<file path="src/rtl/mux_out_skid_reg.sv">
// mux_out_skid_reg
// Registered pipeline stage that sits directly after the 32-bit 4x1 operand
// mux. It captures the mux output together with the select code that
// produced it. It then hands both to the next datapath stage over a
// valid/ready handshake. A one-entry skid buffer lets in_ready come straight
// from a flop while still sustaining one beat per cycle under back-pressure.
//
// Ports:
//   clk        rising-edge clock
//   reset      synchronous active-high reset
//   in_valid   upstream beat valid
//   in_data    mux output Y
//   in_sel     mux select S that produced in_data
//   in_ready   stage can accept a beat this cycle (registered)
//   out_valid  out_data/out_sel hold a valid beat
//   out_data   registered data to the next stage
//   out_sel    registered select tag
//   out_ready  downstream accepts the beat this cycle
//   xfer_cnt   count of accepted output beats, wraps 255 -> 0
module mux_out_skid_reg #(
  parameter int WIDTH = 32,
  parameter int SEL_W = 2
) (
  input  logic             clk,
  input  logic             reset,
  input  logic             in_valid,
  input  logic [WIDTH-1:0] in_data,
  input  logic [SEL_W-1:0] in_sel,
  output logic             in_ready,
  output logic             out_valid,
  output logic [WIDTH-1:0] out_data,
  output logic [SEL_W-1:0] out_sel,
  input  logic             out_ready,
  output logic [7:0]       xfer_cnt
);

  // State encoding is exactly {main valid, skid valid}, so no separate
  // state register is kept; the valid flags are the state.
  typedef enum logic [1:0] {
    EMPTY   = 2'b00,
    ILLEGAL = 2'b01,
    ONE     = 2'b10,
    FULL    = 2'b11
  } state_t;

  logic [WIDTH-1:0] m_data, m_data_nxt;
  logic [SEL_W-1:0] m_sel, m_sel_nxt;
  logic             m_valid, m_valid_nxt;
  logic [WIDTH-1:0] k_data, k_data_nxt;
  logic [SEL_W-1:0] k_sel, k_sel_nxt;
  logic             k_valid, k_valid_nxt;
  logic             in_ready_q, in_ready_nxt;
  logic [7:0]       cnt_q, cnt_nxt;

  logic   in_xfer;
  logic   out_xfer;
  state_t state;

  assign in_xfer  = in_valid & in_ready_q;
  assign out_xfer = m_valid & out_ready;
  assign state    = state_t'({m_valid, k_valid});

  assign in_ready  = in_ready_q;
  assign out_valid = m_valid;
  assign out_data  = m_data;
  assign out_sel   = m_sel;
  assign xfer_cnt  = cnt_q;

  always_comb begin
    m_data_nxt  = m_data;
    m_sel_nxt   = m_sel;
    m_valid_nxt = m_valid;
    k_data_nxt  = k_data;
    k_sel_nxt   = k_sel;
    k_valid_nxt = k_valid;
    cnt_nxt     = cnt_q;

    case (state)
      // The unreachable (0,1) state falls back to EMPTY and drops the skid.
      EMPTY, ILLEGAL: begin
        k_valid_nxt = 1'b0;
        if (in_xfer) begin
          m_data_nxt  = in_data;
          m_sel_nxt   = in_sel;
          m_valid_nxt = 1'b1;
        end
      end
      ONE: begin
        if (in_xfer && out_xfer) begin
          m_data_nxt = in_data;
          m_sel_nxt  = in_sel;
        end else if (out_xfer) begin
          m_valid_nxt = 1'b0;
        end else if (in_xfer) begin
          // Main is stalled, so the new beat parks in the skid slot.
          k_data_nxt  = in_data;
          k_sel_nxt   = in_sel;
          k_valid_nxt = 1'b1;
        end
      end
      FULL: begin
        // The skid beat is older than anything upstream, so it moves up first.
        if (out_xfer) begin
          m_data_nxt  = k_data;
          m_sel_nxt   = k_sel;
          k_valid_nxt = 1'b0;
        end
      end
      default: begin
      end
    endcase

    if (out_xfer) begin
      cnt_nxt = cnt_q + 8'd1;
    end

    // The stage is ready whenever the skid slot will be free next cycle.
    in_ready_nxt = ~k_valid_nxt;
  end

  always_ff @(posedge clk) begin
    if (reset) begin
      m_data     <= '0;
      m_sel      <= '0;
      m_valid    <= 1'b0;
      k_data     <= '0;
      k_sel      <= '0;
      k_valid    <= 1'b0;
      in_ready_q <= 1'b1;
      cnt_q      <= 8'd0;
    end else begin
      m_data     <= m_data_nxt;
      m_sel      <= m_sel_nxt;
      m_valid    <= m_valid_nxt;
      k_data     <= k_data_nxt;
      k_sel      <= k_sel_nxt;
      k_valid    <= k_valid_nxt;
      in_ready_q <= in_ready_nxt;
      cnt_q      <= cnt_nxt;
    end
  end

endmodule
</file>
<file path="config.mk">
export PLATFORM = sky130hd
export DESIGN_NAME = mux_out_skid_reg
export DESIGN_NICKNAME = d
export VERILOG_FILES = /design/src/rtl/mux_out_skid_reg.sv
export SDC_FILE = /design/constraint.sdc
export NUM_CORES = 1
export LEC_CHECK = 0
export ABC_AREA = 1
export BUFFER_PORTS_ARGS = -buffer_cell sky130_fd_sc_hd__buf_2
export CORE_UTILIZATION = 45
export DETAILED_ROUTE_END_ITERATION = 16
export PLACE_DENSITY = 0.82
export SLEW_MARGIN = 20
export SYNTH_ARGS = -nofsm -noshare
export SYNTH_HDL_FRONTEND = slang
export SYNTH_SLANG_ARGS = --single-unit
</file>
<file path="constraint.sdc">
create_clock -name clk -period 1.3 [get_ports clk]
set_clock_uncertainty 0.15 [all_clocks]
set_input_delay 0.065 -clock clk [delete_from_list [all_inputs] [get_ports clk]]
set_output_delay 0.065 -clock clk [all_outputs]
set_load 0.02 [all_outputs]
</file>
== Word-level counts from Yosys, hierarchy flattened ==
Cells that the tools add are included.

* Input bits: 38
* Output and inout port bits: 44
* Flip-flop bits (word level): 79
* Logic and storage cells: 46

* Add/sub/neg operators: 1
* Muxes and demuxes: 17
* Bitwise logic cells: 5
* Eq/ne operators: 8
* Reduce and logical (&&, ||, !) cells: 7

{| class="wikitable"
|+ Operators with widths
! operator !! count
|-
| $mux W32 || 3
|-
| $pmux W32 S3 || 1
|-
| $ne A2 B2 Y1 const B || 5
|-
| $add A8 B1 Y8 const B || 1
|-
| $reduce_and A4 Y1 || 2
|-
| $mux W1 || 7
|-
| $mux W2 || 3
|-
| $pmux W2 S3 || 1
|-
| $eq A2 B2 Y1 const B || 2
|-
| $not A1 Y1 || 3
|-
| $pmux W1 S3 || 1
|-
| $reduce_and A3 Y1 || 1
|-
| $and A1 B1 Y1 || 2
|-
| $eq A2 B1 Y1 const B || 1
|-
| $logic_not A2 Y1 || 1
|-
| $pmux W1 S2 || 1
|-
| $reduce_bool A2 Y1 || 1
|-
| $reduce_or A2 Y1 || 1
|-
| $logic_and A1 B1 Y1 || 1
|}

== Depth between registers and ports, before layout ==
* Depth after elaboration: 6
* Depth in mapped cells: 8
* Depth with buffers taken out: 7

== Worst setup path before layout ==
No wires, ideal clock.

* Path type: flip-flop to flip-flop
* Start point: reg m_valid, in the netlist out_valid
* End point: reg m_data[22], in the netlist out_data[22]
* Period minus slack after synthesis: 1.440 ns
* Data required time: 1.034 ns
* Buffers on the path: 1
* Library setup time: 0.116 ns
* Setup slack: -0.140 ns
* Cell stages (with the launch flop): 7
* Arrival: 1.175 ns
* Cells stage by stage: dfxtp_1 nand2_2 nand2_2 nand2_4 buf_4 o21ai_0 nor2_1

* Longest elaborated chain between the ends: 4
* Elaborated cells between the ends (all ways): 12
* Those cells by class: eq/ne (6); mux (1); bitwise (1); reduce/logical (4)

{| class="wikitable"
|+ Ends and longest elaborated chain
! element !! RTL line !! RTL
|-
| start: declaration || 48 || <nowiki>logic m_valid, m_valid_nxt;</nowiki>
|-
| start signal: assignment || 134 || <nowiki>m_valid <= m_valid_nxt;</nowiki>
|-
| $eq A2 B1 Y1 (tied with other cells) || 78 || <nowiki>case (state)</nowiki>
|-
| $reduce_or A2 Y1 / $logic_and A1 B1 Y1 (equally long branches) || 78, 89 ||
|-
| $ne A2 B2 Y1 (no source line) || n/a ||
|-
| $reduce_and A3 Y1 (no source line) || n/a ||
|-
| end signal: assignment || 132 || <nowiki>m_data <= m_data_nxt;</nowiki>
|-
| end: declaration || 46 || <nowiki>logic [WIDTH-1:0] m_data, m_data_nxt;</nowiki>
|}

Several ways; a longest one is shown, not always the timed one.
A chain may end at the register's enable or synchronous reset.

== Final worst setup path ==
* Start point: reg m_valid, in the netlist out_valid
* End point: reg k_data[20]

* Longest elaborated chain between the ends: 4
* Elaborated cells between the ends (all ways): 6
* Those cells by class: eq/ne (1); bitwise (3); reduce/logical (2)

{| class="wikitable"
|+ Ends and longest elaborated chain
! element !! RTL line !! RTL
|-
| $and A1 B1 Y1 || 60 || <nowiki>assign out_xfer = m_valid & out_ready;</nowiki>
|-
| $logic_and A1 B1 Y1 || 89 || <nowiki>if (in_xfer && out_xfer) begin</nowiki>
|-
| $not A1 Y1 (no source line) || n/a ||
|-
| $reduce_and A4 Y1 (no source line) * || n/a ||
|-
| end signal: assignment || 135 || <nowiki>k_data <= k_data_nxt;</nowiki>
|-
| end: declaration || 49 || <nowiki>logic [WIDTH-1:0] k_data, k_data_nxt;</nowiki>
|}

Mark *: on every way between the ends. The rest lies on a longest branch, timed or not.

==> flow_summary.yaml <==
outcome:
  result_of_the_run: "finished, violations left"
  failed_checks: "negative hold slack, negative setup slack"
layout:
  finish.utilization: 0.6934
  final_net_count: 604
  fraction_of_layout_instances_using_a_drive_strength_above_1: 0.3193
  relative_area_change_from_synthesis_to_final_layout_pct: 47.27
  finish.cell_count_without_fillers: 666
  finalInstanceArea_sq_mm: 0.004763
  diodes: 0
grt:
  gr-usage-met3: 0.04000
  grt-ovfl-total: 0
  groute.layer.met1.usage: 0.2537
  met2_usage: 0.3536
  track_usage: 0.2093
  grt_pass1_vias: 2861
  top_usage_layer: "met2"
  grt_antenna_before_repair: 0
  grt_pass1_wl_um: 12300
  maximum_number_of_pins_on_one_net_before_global_route_repair: 46
cts:
  cts_hold_buffers: 36
  clock_tree_from_tritoncts: "built"
  clockBufferDepth: 2
  htree_levels: 3
  cts.sink_count: 79
  numCtsBuffers: 9
  cts_root_buf: "sky130_fd_sc_hd__clkbuf_8"
  cts.reportedPaths.clkPinSlew_ps: 80
  worst_skew_pair_latency_ps: 350
route:
  drt-total-wl_um: 8248
  drcViolationCount: 0
  detail_route.wl_per_cell_um: 12.38
  initial_detailed_routing_violation_count: 173
  ant_nets: 0
  route.vias.total: 3248
  detail_route.vias_per_cell: 4.877
  drtPass1Iterations: 4
place:
  input_output_buffers: 81
  dp.cells: 610
  post_place_cell_area_sq_mm: 0.003826
  detailedPlacementHpwl_um: 4894
  dpl_worst_slack_ps: -113.3
  gp_congestion: 0.7708
timing:
  report.final.setup_viol: 24
  postLayoutSetupSlackWorst_ps: -54.87
  fmaxAchievable_mhz: 738.1
  final.hold.worst_slack_ps: -108.5
  timing.final.crit_share: 1.042
  final-max-slew-violation-count: 0
  final.setup.tns_ps: -384.7
  final-hold-violation-count: 1
  relSlewSlack: 0.8170
  rsz0062_at_grt: "true"
  final_period_minus_worst_setup_slack_ps: 1355
  worst-slew-pin-transition_ps: 274.5
logic_synthesis:
  post-synth-top-area-fraction: 0.4890
  netlist.top_cell.by_area: "sky130_fd_sc_hd__dfxtp_1"
  syn_area_per_cell_sq_um: 7.268
  yosysSeqAreaShare: 0.4890
  synthesis.yosys.warnings: 0
  cell_types_with_the_largest_area_share_after_synthesis: "sky130_fd_sc_hd__dfxtp_1, sky130_fd_sc_hd__o21ai_0, sky130_fd_sc_hd__nor2_1"
  mappedNetlistArea_sq_mm: 0.003234
  synthesis.nets: 484
  syn_inst: 445
  ys_types: 23
  postSynthRegisterBits: 79
worst_setup_path:
  crit_fanout: 14
  critPathCaptureType: "flip-flop"
  cpMaxStageDelayCell: "sky130_fd_sc_hd__dfxtp_4"
  worst_path_largest_cell_delay_ps: 390
  cell_by_cell_trace_of_the_critical_path: "inv_4 -> nor2_4 -> nand2_2 -> bufbuf_16 -> a21oi_1"
  r2r-start: "out_valid"
  crit_required_ps: 1420
  cpLargestDelayFamily: "flip-flops"
  path_buf_inv: 2
  reg2reg_depth: 5
  setup.reg_to_reg.worst_slack_ps: -50
  crit_path_category: "reg2reg"
  worst_r2r_endpoint: "k_data[20]"
  cp_data_arrival_time_ps: 1470
  critical_path.startpoint_type: "flip-flop"
floorplanning:
  horizontal_die_dimension_um: 86.78
  pin_count: 82
  fp.coreArea_sq_mm: 0.006869
  die_h_um: 86.78
  start_util: 0.4709
  die_footprint_sq_mm: 0.007531
  core.rowCount: 30
worst_hold_path:
  hp-start: "in_valid"
  min_path_type: "in2reg"
  whs_path_depth: 3
  timing.hold.worst_endpoint: "out_valid"
pwr:
  power_density_mw_per_mm2: 1146
  overall_power_mw: 5.459
  total_leakage_power_nw: 2.116
  irDropWorstVdd_mv: 0.6470
run:
  drv.max_cap_violation_count: 0
worst max-delay path by stage:
stage | startpoint | end | slack [ps] | depth (start not counted)
after global placement | out_valid | out_data[7] | -20 | 6
after detailed placement | in_ready | k_data[30] | -110 | 6
after floorplan | in_ready | k_data[0] | -3 | 6
after CTS | out_valid | out_data[8] | -8 | 6
after global routing | out_valid | k_data[20] | -130 | 5
final | out_valid | k_data[20] | -50 | 5
state kept, by name, indices dropped and copies added, names as in the netlist:
| signal | cells |
|---|---|
| in_ready | 1 |
| k_data | 32 |
| k_sel | 2 |
| k_valid | 1 |
| out_data | 32 |
| out_sel | 2 |
| out_valid | 1 |
| xfer_cnt | 8 |
synthesized netlist by cell type:
cell / number
sky130_fd_sc_hd__o21ai_0: 92
sky130_fd_sc_hd__dfxtp_1: 79
sky130_fd_sc_hd__nor2_1: 79
sky130_fd_sc_hd__inv_1: 49
sky130_fd_sc_hd__nand2_1: 49
sky130_fd_sc_hd__a21oi_1: 37
sky130_fd_sc_hd__clkbuf_1: 14
sky130_fd_sc_hd__o21ai_1: 12
sky130_fd_sc_hd__buf_4: 6
sky130_fd_sc_hd__buf_2: 5
sky130_fd_sc_hd__nand2_2: 3
sky130_fd_sc_hd__nand3_1: 3
sky130_fd_sc_hd__nand4_1: 3
sky130_fd_sc_hd__buf_6: 2
sky130_fd_sc_hd__inv_2: 2
sky130_fd_sc_hd__nor2_2: 2
sky130_fd_sc_hd__o21a_1: 2
sky130_fd_sc_hd__a31oi_1: 1
sky130_fd_sc_hd__buf_1: 1
sky130_fd_sc_hd__ha_1: 1
sky130_fd_sc_hd__inv_4: 1
sky130_fd_sc_hd__nand2_4: 1
sky130_fd_sc_hd__nor3_2: 1
layout by cell type (no fill, tap or decap), types with 3 or more instances in the layout:
cell type / count
sky130_fd_sc_hd__nand2_4: 3
sky130_fd_sc_hd__nand4_1: 3
sky130_fd_sc_hd__clkbuf_8: 10
sky130_fd_sc_hd__o21ai_2: 9
sky130_fd_sc_hd__clkbuf_16: 3
sky130_fd_sc_hd__nand3_1: 3
sky130_fd_sc_hd__buf_2: 80
sky130_fd_sc_hd__nor2_2: 21
sky130_fd_sc_hd__nor2_4: 20
sky130_fd_sc_hd__a21oi_1: 36
sky130_fd_sc_hd__nor2_1: 40
sky130_fd_sc_hd__nand2_1: 48
sky130_fd_sc_hd__buf_6: 3
sky130_fd_sc_hd__dfxtp_4: 3
sky130_fd_sc_hd__o21ai_1: 45
sky130_fd_sc_hd__buf_4: 8
sky130_fd_sc_hd__o21ai_0: 50
sky130_fd_sc_hd__dfxtp_1: 74
sky130_fd_sc_hd__dlygate4sd3_1: 36
sky130_fd_sc_hd__inv_1: 48
sky130_fd_sc_hd__buf_12: 7
timing repair:
action,CTS,global route
gates cloned,1,3
setup endpoints to repair,69,75
pin swaps,1,7
endpoints found under the hold margin,73,1
gates resized for setup,20,105
setup buffers,0,1
worst reg2reg max path, cell delays in order, from the launching register on:
cell and delay [ps]:
sky130_fd_sc_hd__dfxtp_4 390, sky130_fd_sc_hd__inv_4 40, sky130_fd_sc_hd__nor2_4 100, sky130_fd_sc_hd__nand2_2 110
sky130_fd_sc_hd__bufbuf_16 300, sky130_fd_sc_hd__a21oi_1 190
power by group:
| group | internal (mW) | leakage (nW) | switching (mW) |
|---|---|---|---|
| logic | 0.465 | 1.37 | 0.564 |
| clock network | 0.864 | 0.0979 | 0.896 |
| registers | 2.56 | 0.650 | 0.106 |
| total | 3.89 | 2.12 | 1.57 |
cell type report:
| cell class | count | area, sq um |
|---|---|---|
| tap | 96 | 120.1 |
| sequential | 79 | 1595 |
| inverter | 52 | 205.2 |
| multi-input combinational | 286 | 1573 |
| clock inverter | 4 | 26.28 |
| timing repair buffer | 137 | 1077 |
| clock buffer | 12 | 166.4 |
| fill | 546 | 2106 |
kinds of logic after synthesis:
logic type	share of synthesized area
simple gates	0.1752
buf+inv	0.1072
fa+ha+maj	0.003868
flops	0.4890
compound gates	0.2248
metal layers:
metal	vias up	part of all wire	routed length [um]
li1	1664	-	-
met1	1481	0.45	3679
met2	94	0.49	4058
met3	9	0.051	424
met4	0	0.010	86
met5	-	0	0
Note: power is estimated with default switching activity, not from simulation.
